### src/rtl/conv_db_scheduler_pkg.sv
// conv_db_scheduler_pkg
//   Shared constants for the input double-buffer scheduler:
//   - FSM state encodings (3-bit, legacy-compatible localparams)
//   - field slot positions for the 10-field layer config bus and the
//     8-field address-generator config bus (slot 0 = least significant field)
package conv_db_scheduler_pkg;

  localparam logic [2:0] IDLE      = 3'd0;
  localparam logic [2:0] CONFIG    = 3'd1;
  localparam logic [2:0] WAIT_FILL = 3'd2;
  localparam logic [2:0] SWITCH    = 3'd3;
  localparam logic [2:0] READ      = 3'd4;
  localparam logic [2:0] DRAIN     = 3'd5;
  localparam logic [2:0] DONE      = 3'd6;

  localparam int NUM_CFG_FIELDS = 10;
  localparam int NUM_GEN_FIELDS = 8;

  // Layer config bus {OX0,OY0,FX,FY,STRIDE,IX0,IY0,IC1,OC1,NTILE}, MSB first.
  localparam int FLD_NTILE  = 0;
  localparam int FLD_OC1    = 1;
  localparam int FLD_IC1    = 2;
  localparam int FLD_IY0    = 3;
  localparam int FLD_IX0    = 4;
  localparam int FLD_STRIDE = 5;
  localparam int FLD_FY     = 6;
  localparam int FLD_FX     = 7;
  localparam int FLD_OY0    = 8;
  localparam int FLD_OX0    = 9;

  // The address-generator bus {OX0..IC1} is the upper eight layer fields,
  // so its slot k equals layer slot k + GEN_FIELD_BASE.
  localparam int GEN_FIELD_BASE = NUM_CFG_FIELDS - NUM_GEN_FIELDS;

  // LSB position of a field slot on a bus of the given field width.
  function automatic int fld_lsb(input int slot, input int width);
    return slot * width;
  endfunction

endpackage

### src/rtl/conv_db_scheduler_tile_loop_counter.sv
// tile_loop_counter
//   Wrapping loop counter. Counts inc pulses from 0 up to 'limit', then wraps
//   back to 0 on the next inc. 'last' is high while the count equals 'limit'.
//   Ports:
//     clk, rst_n  clock, synchronous active-low reset
//     clear       force count to 0 (has priority over inc)
//     inc         advance (wrapping) by one
//     limit       terminal count value
//     last        count == limit
module tile_loop_counter #(
  parameter int WIDTH = 8
) (
  input  logic             clk,
  input  logic             rst_n,
  input  logic             clear,
  input  logic             inc,
  input  logic [WIDTH-1:0] limit,
  output logic             last
);

  logic [WIDTH-1:0] count_q;

  assign last = (count_q == limit);

  always_ff @(posedge clk) begin
    if (!rst_n) begin
      count_q <= '0;
    end else if (clear) begin
      count_q <= '0;
    end else if (inc) begin
      count_q <= last ? '0 : count_q + WIDTH'(1);
    end
  end

endmodule

### src/rtl/conv_db_scheduler.sv
// conv_db_scheduler
//   Layer-level controller for the ifmap double buffer. Configures the read
//   address generator once per layer, then for every input tile waits for the
//   idle bank to fill, swaps banks and runs OC1 read passes of N enables each
//   (N = OX0*OY0*FX*FY*IC1), handing each finished output tile to the drain.
//   Ports:
//     clk, rst_n          clock, synchronous active-low reset
//     start, config_data  layer start request and 10-field layer config
//     busy, done, cfg_err layer status / completion pulse / rejected config
//     ifmap_config_en/_data  one-shot config to the read-address generator
//     ifmap_bank_full     write side filled the idle bank (level)
//     bank_switch         swap read/write banks (pulse)
//     stall               datapath back-pressure, gates ifmap_radr_en
//     ifmap_radr_en       step the read-address generator
//     drain_start/_done   output tile handshake with the ofmap drain
module conv_db_scheduler
  import conv_db_scheduler_pkg::*;
#(
  parameter int BANK_ADDR_WIDTH = 8
) (
  input  logic                         clk,
  input  logic                         rst_n,
  input  logic                         start,
  input  logic [10*BANK_ADDR_WIDTH-1:0] config_data,
  output logic                         busy,
  output logic                         done,
  output logic                         cfg_err,
  output logic                         ifmap_config_en,
  output logic [8*BANK_ADDR_WIDTH-1:0] ifmap_config_data,
  input  logic                         ifmap_bank_full,
  output logic                         bank_switch,
  input  logic                         stall,
  output logic                         ifmap_radr_en,
  output logic                         drain_start,
  input  logic                         drain_done
);

  localparam int W         = BANK_ADDR_WIDTH;
  localparam int CNT_WIDTH = 5 * BANK_ADDR_WIDTH;

  logic [2:0]            state_q;
  logic [10*W-1:0]       cfg_q;
  logic [CNT_WIDTH-1:0]  n_q;
  logic                  cfg_err_q;
  logic                  drain_start_q;

  logic                  cfg_ok;
  logic [CNT_WIDTH-1:0]  n_prod;
  logic                  rd_last, oc_last, tile_last;
  logic                  rd_clear, oc_clear, oc_inc, tile_clear, tile_inc;

  // Validity is judged on the incoming bus so a bad config is rejected in the
  // start cycle; IX0/IY0 may legitimately be 0.
  assign cfg_ok = (config_data[fld_lsb(FLD_OX0, W)    +: W] != '0) &&
                  (config_data[fld_lsb(FLD_OY0, W)    +: W] != '0) &&
                  (config_data[fld_lsb(FLD_FX, W)     +: W] != '0) &&
                  (config_data[fld_lsb(FLD_FY, W)     +: W] != '0) &&
                  (config_data[fld_lsb(FLD_STRIDE, W) +: W] != '0) &&
                  (config_data[fld_lsb(FLD_IC1, W)    +: W] != '0) &&
                  (config_data[fld_lsb(FLD_OC1, W)    +: W] != '0) &&
                  (config_data[fld_lsb(FLD_NTILE, W)  +: W] != '0);

  // Reads per pass; each factor is widened first so the product cannot wrap.
  assign n_prod = CNT_WIDTH'(cfg_q[fld_lsb(FLD_OX0, W) +: W]) *
                  CNT_WIDTH'(cfg_q[fld_lsb(FLD_OY0, W) +: W]) *
                  CNT_WIDTH'(cfg_q[fld_lsb(FLD_FX, W)  +: W]) *
                  CNT_WIDTH'(cfg_q[fld_lsb(FLD_FY, W)  +: W]) *
                  CNT_WIDTH'(cfg_q[fld_lsb(FLD_IC1, W) +: W]);

  assign busy              = (state_q != IDLE);
  assign done              = (state_q == DONE);
  assign cfg_err           = cfg_err_q;
  assign ifmap_config_en   = (state_q == CONFIG);
  assign ifmap_config_data = cfg_q[10*W-1 : fld_lsb(GEN_FIELD_BASE, W)];
  assign bank_switch       = (state_q == SWITCH);
  assign ifmap_radr_en     = (state_q == READ) && !stall;
  assign drain_start       = drain_start_q;

  // rd_cnt wraps to 0 on its own after N enables; clearing it in DRAIN only
  // restates that before the next pass.
  assign rd_clear   = (state_q == SWITCH) || (state_q == DRAIN);
  assign oc_clear   = (state_q == SWITCH);
  assign oc_inc     = (state_q == DRAIN) && drain_done && !oc_last;
  assign tile_clear = (state_q == CONFIG);
  assign tile_inc   = (state_q == DRAIN) && drain_done && oc_last && !tile_last;

  tile_loop_counter #(.WIDTH(CNT_WIDTH)) u_rd_cnt (
    .clk   (clk),
    .rst_n (rst_n),
    .clear (rd_clear),
    .inc   (ifmap_radr_en),
    .limit (n_q - CNT_WIDTH'(1)),
    .last  (rd_last)
  );

  tile_loop_counter #(.WIDTH(W)) u_oc_cnt (
    .clk   (clk),
    .rst_n (rst_n),
    .clear (oc_clear),
    .inc   (oc_inc),
    .limit (cfg_q[fld_lsb(FLD_OC1, W) +: W] - W'(1)),
    .last  (oc_last)
  );

  tile_loop_counter #(.WIDTH(W)) u_tile_cnt (
    .clk   (clk),
    .rst_n (rst_n),
    .clear (tile_clear),
    .inc   (tile_inc),
    .limit (cfg_q[fld_lsb(FLD_NTILE, W) +: W] - W'(1)),
    .last  (tile_last)
  );

  always_ff @(posedge clk) begin
    if (!rst_n) begin
      state_q       <= IDLE;
      cfg_q         <= '0;
      n_q           <= '0;
      cfg_err_q     <= 1'b0;
      drain_start_q <= 1'b0;
    end else begin
      cfg_err_q     <= 1'b0;
      drain_start_q <= 1'b0;
      case (state_q)
        IDLE: begin
          if (start) begin
            cfg_q <= config_data;
            if (cfg_ok) state_q   <= CONFIG;
            else        cfg_err_q <= 1'b1;
          end
        end
        CONFIG: begin
          n_q     <= n_prod;
          state_q <= WAIT_FILL;
        end
        WAIT_FILL: begin
          if (ifmap_bank_full) state_q <= SWITCH;
        end
        SWITCH: begin
          state_q <= READ;
        end
        READ: begin
          if (ifmap_radr_en && rd_last) begin
            state_q       <= DRAIN;
            drain_start_q <= 1'b1;
          end
        end
        DRAIN: begin
          if (drain_done) begin
            if (!oc_last)        state_q <= READ;
            else if (!tile_last) state_q <= WAIT_FILL;
            else                 state_q <= DONE;
          end
        end
        DONE: begin
          state_q <= IDLE;
        end
        default: begin
          state_q <= IDLE;
        end
      endcase
    end
  end

endmodule

### config.mk
export PLATFORM = sky130hd
export DESIGN_NAME = conv_db_scheduler
export DESIGN_NICKNAME = d
export VERILOG_FILES = /design/src/rtl/conv_db_scheduler_pkg.sv /design/src/rtl/conv_db_scheduler_tile_loop_counter.sv /design/src/rtl/conv_db_scheduler.sv
export SDC_FILE = /design/constraint.sdc
export NUM_CORES = 2
export LEC_CHECK = 0
export CAP_MARGIN = 40
export CELL_PAD_IN_SITES_DETAIL_PLACEMENT = 0
export CELL_PAD_IN_SITES_GLOBAL_PLACEMENT = 1
export CORE_ASPECT_RATIO = 1.25
export CORE_MARGIN = 2
export CORE_UTILIZATION = 40
export CTS_BUF_LIST = sky130_fd_sc_hd__clkbuf_4 sky130_fd_sc_hd__clkbuf_8 sky130_fd_sc_hd__clkbuf_16
export DETAILED_ROUTE_END_ITERATION = 12
export PLACE_DENSITY_LB_ADDON = 0.3
export SETUP_SLACK_MARGIN = 0.1
export SYNTH_ARGS = -nofsm -noshare
export SYNTH_HDL_FRONTEND = slang
export SYNTH_SLANG_ARGS = --single-unit
### constraint.sdc
create_clock -name clk -period 17.55 [get_ports clk]
set_input_delay 3.51 -clock clk [delete_from_list [all_inputs] [get_ports clk]]
set_output_delay 3.51 -clock clk [all_outputs]
set_load 0.02 [all_outputs]
* After elaboration in Yosys (flattened, before gate mapping)
Cells that the tools add are included.
** Cells by class
- Div/mod/pow operators :: 0
- Shifts and indexed selects :: 0
- Bitwise gates (word level) :: 1
- Muxes and demuxes :: 13
- Equal/unequal tests :: 14
- Add/sub/neg operators :: 6
- Reduce and logical (&&, ||, !) cells :: 34
- Multipliers :: 4
- Magnitude comparators :: 0
** Operators with widths (number)
- 8-bit nonzero test :: 8
- 40-bit by 1-bit adder with 40-bit output (second input constant) :: 1
- 40-bit == test :: 1
- 32-bit by 8-bit multiplier with 40-bit output :: 1
- 40-bit 2-to-1 mux :: 1
- 40-bit by 1-bit subtractor with 40-bit output (second input constant) :: 1
- 24-bit by 8-bit multiplier with 32-bit output :: 1
- 16-bit by 8-bit multiplier with 24-bit output :: 1
- 3-bit 2-to-1 mux :: 7
- 3-bit case mux with 6 select lines :: 1
- 8-bit by 1-bit adder with 8-bit output (second input constant) :: 2
- 8-bit == test :: 2
- 8-bit by 8-bit multiplier with 16-bit output :: 1
- 8-bit 2-to-1 mux :: 2
- 8-bit by 1-bit subtractor with 8-bit output (second input constant) :: 2
- 1-bit logical AND :: 13
- 3-bit == test (second input constant) :: 3
- 2-bit != test (second input constant) :: 4
- 3-bit by 2-bit == test with 1-bit output (second input constant) :: 2
- 2-bit OR reduction :: 3
- 5-bit AND reduction :: 1
- 2-bit AND reduction :: 2
- 3-bit by 1-bit == test with 1-bit output (second input constant) :: 1
- 1-bit logical NOT :: 3
- 7 further kinds :: 8
** Storage, ports and cells
- Bits in writable memories :: 0
- Register bits :: 181
- Latch bits :: 0
- Memories kept :: 0
- Memory bits (read-only) :: 0

* Logic depth before layout (Yosys ltp)
- Depth after elaboration :: 11
- Depth in mapped cells :: 69
- Depth with buffers taken out :: 68

* Hierarchy
From an unflattened synthesis, not the netlist that was laid out.
** Unflattened totals
- Cell total of the unflattened synthesis :: 3651
- Area total of the unflattened synthesis :: 30257.8 µm²
** By module, submodules not included
- conv_db_scheduler :: times used 1, area an instance 26943.3 µm², cells each 3273, sequential area each 2502.4 µm²
- tile_loop_counter (u_rd_cnt) :: times used 1, area an instance 2356.0 µm², cells each 276, sequential area each 800.8 µm²
- tile_loop_counter (u_oc_cnt ...) :: times used 2, area an instance 479.2 µm², cells each 51, sequential area each 160.2 µm²

* Worst setup path before layout
OpenSTA, ideal clock, no wires.
- Path kind :: reg-to-reg
- From :: reg cfg_q[72]
- To :: reg n_q[39]
- Setup time :: 0.086 ns
- Arrival time :: 16.574 ns
- Path buffers :: 1
- Required time :: 17.464 ns
- Cell stages (with the launch flop) :: 65
- Path slack :: 0.890 ns
- Cell sequence :: dfxtp_1 clkbuf_1 nand2_1 fa_1 fa_1 inv_1 fa_1 inv_1 fa_1 inv_1 ha_1 inv_1 o21bai_1 a21oi_1 o21bai_1 a21oi_1 xnor2_1 nand2_1 [... 29 more ...] nand2_1 fa_1 inv_1 fa_1 fa_1 inv_1 fa_1 inv_1 ha_1 a21o_1 a21o_1 a21oi_1 nand2b_1 nor4_1 nor3_1 a2111oi_0 a2111oi_0 a211oi_1
** On the way
- Cells in the longest elaborated chain, start to end :: 4
** Ends and longest elaborated chain
- start: declaration :: RTL line conv_db_scheduler.sv:42 : logic [10*W-1:0] cfg_q;
- start signal: assignment :: RTL line conv_db_scheduler.sv:127 : cfg_q <= config_data;
- 8-bit by 8-bit multiplier with 16-bit output :: RTL line conv_db_scheduler.sv:64 : assign n_prod = CNT_WIDTH'(cfg_q[fld_lsb(FLD_OX0, W) +: W]) *
- 16-bit by 8-bit multiplier with 24-bit output :: RTL line conv_db_scheduler.sv:65 : CNT_WIDTH'(cfg_q[fld_lsb(FLD_OY0, W) +: W]) *
- 24-bit by 8-bit multiplier with 32-bit output :: RTL line conv_db_scheduler.sv:66 : CNT_WIDTH'(cfg_q[fld_lsb(FLD_FX, W) +: W]) *
- 32-bit by 8-bit multiplier with 40-bit output :: RTL line conv_db_scheduler.sv:67 : CNT_WIDTH'(cfg_q[fld_lsb(FLD_FY, W) +: W]) *
- end signal: assignment :: RTL line conv_db_scheduler.sv:133 : n_q <= n_prod;
- end: declaration :: RTL line conv_db_scheduler.sv:43 : logic [CNT_WIDTH-1:0] n_q;
Every way passes these cells.
A chain may end at the register's enable or synchronous reset.

* Worst setup path after layout
- From :: reg cfg_q[75]
- To :: reg n_q[39]
Same word-level chain as after synthesis.

==> summary.txt <==
Timing
  • Min Tclk post-route: 16730 ps
  • Slew headroom: 0.398
  • Worst Max-Slew Pin Slew: 903 ps
  • Final setup viols: 0
  • Unrepaired setup endpoints after global routing: false
  • Number of hold violations in the final report: 0
  • Setup TNS after final layout: 0 ps
  • Worst clock skew: 23.7 ps
  • Total count of max-transition violations in the final report: 0
  • Tcrit/Tclk final: 0.953
  • Peak clock frequency supported by timing: ~60 MHz

Detailed routing
  • Met2 layer wire length in the routed design: 42300 microns
  • Via count of the routed design: 24100
  • Sum of met3 wire segment lengths after detailed routing: a little over 2000 microns
  • Final ANT Viol Nets: 0
  • First-iteration detailed-routing DRC count: ~1100
  • Total routed wirelength: 79600 microns
  • Topmost layer with routed signal wires: met4
  • Per-cell via count in the routed design: 5.20
  • Wire length per cell after detailed routing: 17.2 microns
  • Drt first pass iters: 5
  • Routed length on met1: between 30000 and 40000 microns
  • Remaining design rule violation count: 0

Yosys
  • Synth top area share: 0.292
  • Sequential area share after synthesis: 0.122
  • Syn Area/Cell: 8.21 sq um
  • Instance count of the mapped netlist: 3605
  • Number of enable flip-flop cells after synthesis: 0
  • Unique masters post-synth: between 70 and 80
  • Synthesized flop and latch total: 181
  • Fraction of registers with async set/reset: 0
  • Flip-flop cell with the highest count after synthesis: sky130_fd_sc_hd__dfxtp_1
  • Synth warnings: 0
  • Syn_nets: between 4000 and 5000
  • Cell accounting for the most synthesized area: sky130_fd_sc_hd__fa_1
  • Biggest area contributors in the synthesized netlist: sky130_fd_sc_hd__fa_1 29%, sky130_fd_sc_hd__dfxtp_1 12%, sky130_fd_sc_hd__ha_1 8.4%, sky130_fd_sc_hd__and2_1 7.3%, sky130_fd_sc_hd__nand2_1 6.8%
  • Post-Syn Area: 0.0296 sq mm

Global routing
  • First-pass GRT wire length: 131000 microns
  • Maximum number of pins on one net before global-route repair: between 60 and 70
  • Leftover overflow at the end of global routing: 0
  • Initial antenna violation count: 1
  • Vias in the first global route: between 20000 and 25000
  • Overall Global Routing Usage: 0.217

Power
  • Pleak: between 10 and 15 nW
  • Power per standard cell area: 48.0 mW/mm^2
  • Final total power: 1.58 mW
  • Peak VDD IR: 79.5 uV

Cells and area
  • Count of filler cells inserted in the layout: 7479
  • Combined flip-flop and latch cell area: 0.00363 sq mm
  • Multi-input combinational cell area: 0.0233 sq mm
  • Synth-to-Final Area Change: 11.2%
  • Most common library cell in the layout ignoring fill and taps: sky130_fd_sc_hd__nand2_1
  • Final-stage net count: 4376
  • Count of antenna diodes in the layout: 0
  • Share of final-layout standard cells stronger than drive strength 1: 0.0536
  • Most used cells in the layout excluding fill and tap cells: 535 x sky130_fd_sc_hd__nand2_1, 494 x sky130_fd_sc_hd__inv_1, 432 x sky130_fd_sc_hd__fa_1

Floorplanning
  • Placement Rows: 111
  • Starting density of the core: 0.404
  • Die extent in y: 308 microns
  • Die outline width: 247 microns
  • Die outline area: 0.0762 sq mm
  • I/O pins: 157
  • Core region area: 0.0733 sq mm

Clock tree
  • Clock sink count: 181
  • Max H-tree Level: 4
  • # hold bufs at CTS: 0
  • CTS root buf: sky130_fd_sc_hd__clkbuf_16
  • Clock tree from TritonCTS: done
  • Clock network latency to the later pin of the worst-skew pair: 500 ps
  • Clock Tree Buf Depth: 2
  • Number of buffers inserted during clock tree synthesis: 17
  • CTS clock-pin slew for the worst setup and hold paths: 80 ps

Worst setup path
  • CP max stage cell: sky130_fd_sc_hd__fa_1
  • Crit Reg-Reg Startpoint: cfg_q[75]$_SDFFE_PN0P_
  • Critical path class: reg2reg
  • Library cell appearing most often on the critical path: sky130_fd_sc_hd__fa_1
  • RR Endpoint: n_q[39]$_SDFFE_PN0P_
  • Data arrival time of the critical path: 17100 ps
  • Sort of element at the start of the critical path: flop
  • CP delay by family, top: adder cells
  • WP buf/inv: 12
  • Worst Setup End Kind: flop
  • Setup slack, reg-to-reg: 820 ps
  • Register-to-Register Path Depth: between 60 and 70
  • Worst EP required: around 18000 ps
  • Worst Path Max Fanout: 8
  • Slowest cell delay on critical path: ~570 ps

Flow run
  • Max cap viols: 0

Placed design
  • Final HPWL DP: about 64000 microns
  • Final estimated routing congestion in global placement: 0.900
  • Number of input and output port buffers inserted: between 150 and 200

Worst hold path
  • Startpoint of the lowest-slack hold path: cfg_q[40]$_SDFFE_PN0P_
  • End point of the worst hold path: cfg_q[40]$_SDFFE_PN0P_
  • Min-delay worst type: reg2reg
  • Number of instances on the worst hold path: 2

Run status
  • Run status: complete, no violations
[what timing repair did]
item	CTS	global route
gates cloned	0	0
pin swaps	0	6
setup buffers	0	4
resized for setup	2	43
endpoints found under the setup margin	2	11
[Yosys cell counts (all sizes together), types with 19 or more instances]
library cell	instances
nand2b	23
and3	39
buf	75
inv	495
nand3	66
and2	345
xnor2	121
o21ai	63
nor3	53
fa	432
nand2	536
nand4	32
clkbuf	143
dfxtp	181
a211oi	19
xor2	75
a21oi	183
nor2	153
a31oi	21
a21o	43
ha	198
nor4	41
o21a	20
[state kept, by name, summed over array words and instances (netlist names)]
register,count
u_rd_cnt.count_q,40
u_tile_cnt.count_q,8
cfg_q,80
n_q,40
u_oc_cnt.count_q,8
state_q,3
cfg_err,1
drain_start,1
[layer usage]
layer | track usage | vias up
met5 | 0 | -
met2 | 0.400 | 362
li1 | - | 11600
met3 | 0.0254 | 93
met1 | 0.262 | 12000
met4 | 0.0617 | 0
[power breakdown]
part           switching, mW  total, mW  leakage [nW]  internal (mW)
Combinational          0.417      0.672          13.1          0.255
Clock                  0.204      0.425         0.308          0.220
Sequential            0.0442      0.483          1.47          0.439
Total                  0.665       1.58          14.9          0.914
[worst max-delay path by stage]
stage | startpoint | end | slack (ps) | cells past startpoint
after floorplan | cfg_q[72]$_SDFFE_PN0P_ | n_q[39]$_SDFFE_PN0P_ | 890 | 64
after global placement | cfg_q[66]$_SDFFE_PN0P_ | n_q[37]$_SDFFE_PN0P_ | 420 | 64
after detailed placement | cfg_q[74]$_SDFFE_PN0P_ | n_q[37]$_SDFFE_PN0P_ | 40 | 61
after CTS | cfg_q[66]$_SDFFE_PN0P_ | n_q[39]$_SDFFE_PN0P_ | 150 | 63
after global routing | cfg_q[66]$_SDFFE_PN0P_ | n_q[39]$_SDFFE_PN0P_ | 50 | 63
final | cfg_q[75]$_SDFFE_PN0P_ | n_q[39]$_SDFFE_PN0P_ | 820 | 63
[per-stage QoR]
stage | worst slack (ps) | hold WS (ps) | area, sq um | util | instances
2_1_floorplan | 890 | 437 | 29600 | - | 3605
3_3_place_gp | 422 | 442 | 32000 | 0.436 | 4594
6_report | 820 | 455 | 32900 | 0.449 | 4633
4_1_cts | 148 | 457 | 32700 | 0.446 | 4629
5_1_grt | 50.8 | 472 | 32900 | 0.449 | 4633
3_5_place_dp | 40.9 | 447 | 32100 | 0.437 | 4597
[area by class of cell]
type / instances / share of cell area
repair buffers: 254 / 0.0710
multi-input cells: 2710 / 0.707
flip-flops and latches: 181 / 0.110
clock buffers: 18 / 0.0133
well taps: 960 / 0.0365
inverters: 496 / 0.0566
clock inverters: 14 / 0.00574
[worst min-delay path: cells and delay by family (launching register included)]
family | cells | cell delay [ps]
AO/OA/AOI/OAI | 1 | 50
flip-flops | 1 | 310
AND/OR/NAND/NOR | 1 | 50
[cell families after synthesis]
family          count (synthesis)  synth area share
xor+xnor                      196            0.0580
buf+inv                       714            0.0993
flops                         181             0.122
fa+ha+maj                     630             0.376
mux                            13           0.00448
simple gates                 1391             0.236
compound gates                480             0.104
No activity file was read; power rests on OpenSTA's default activity.
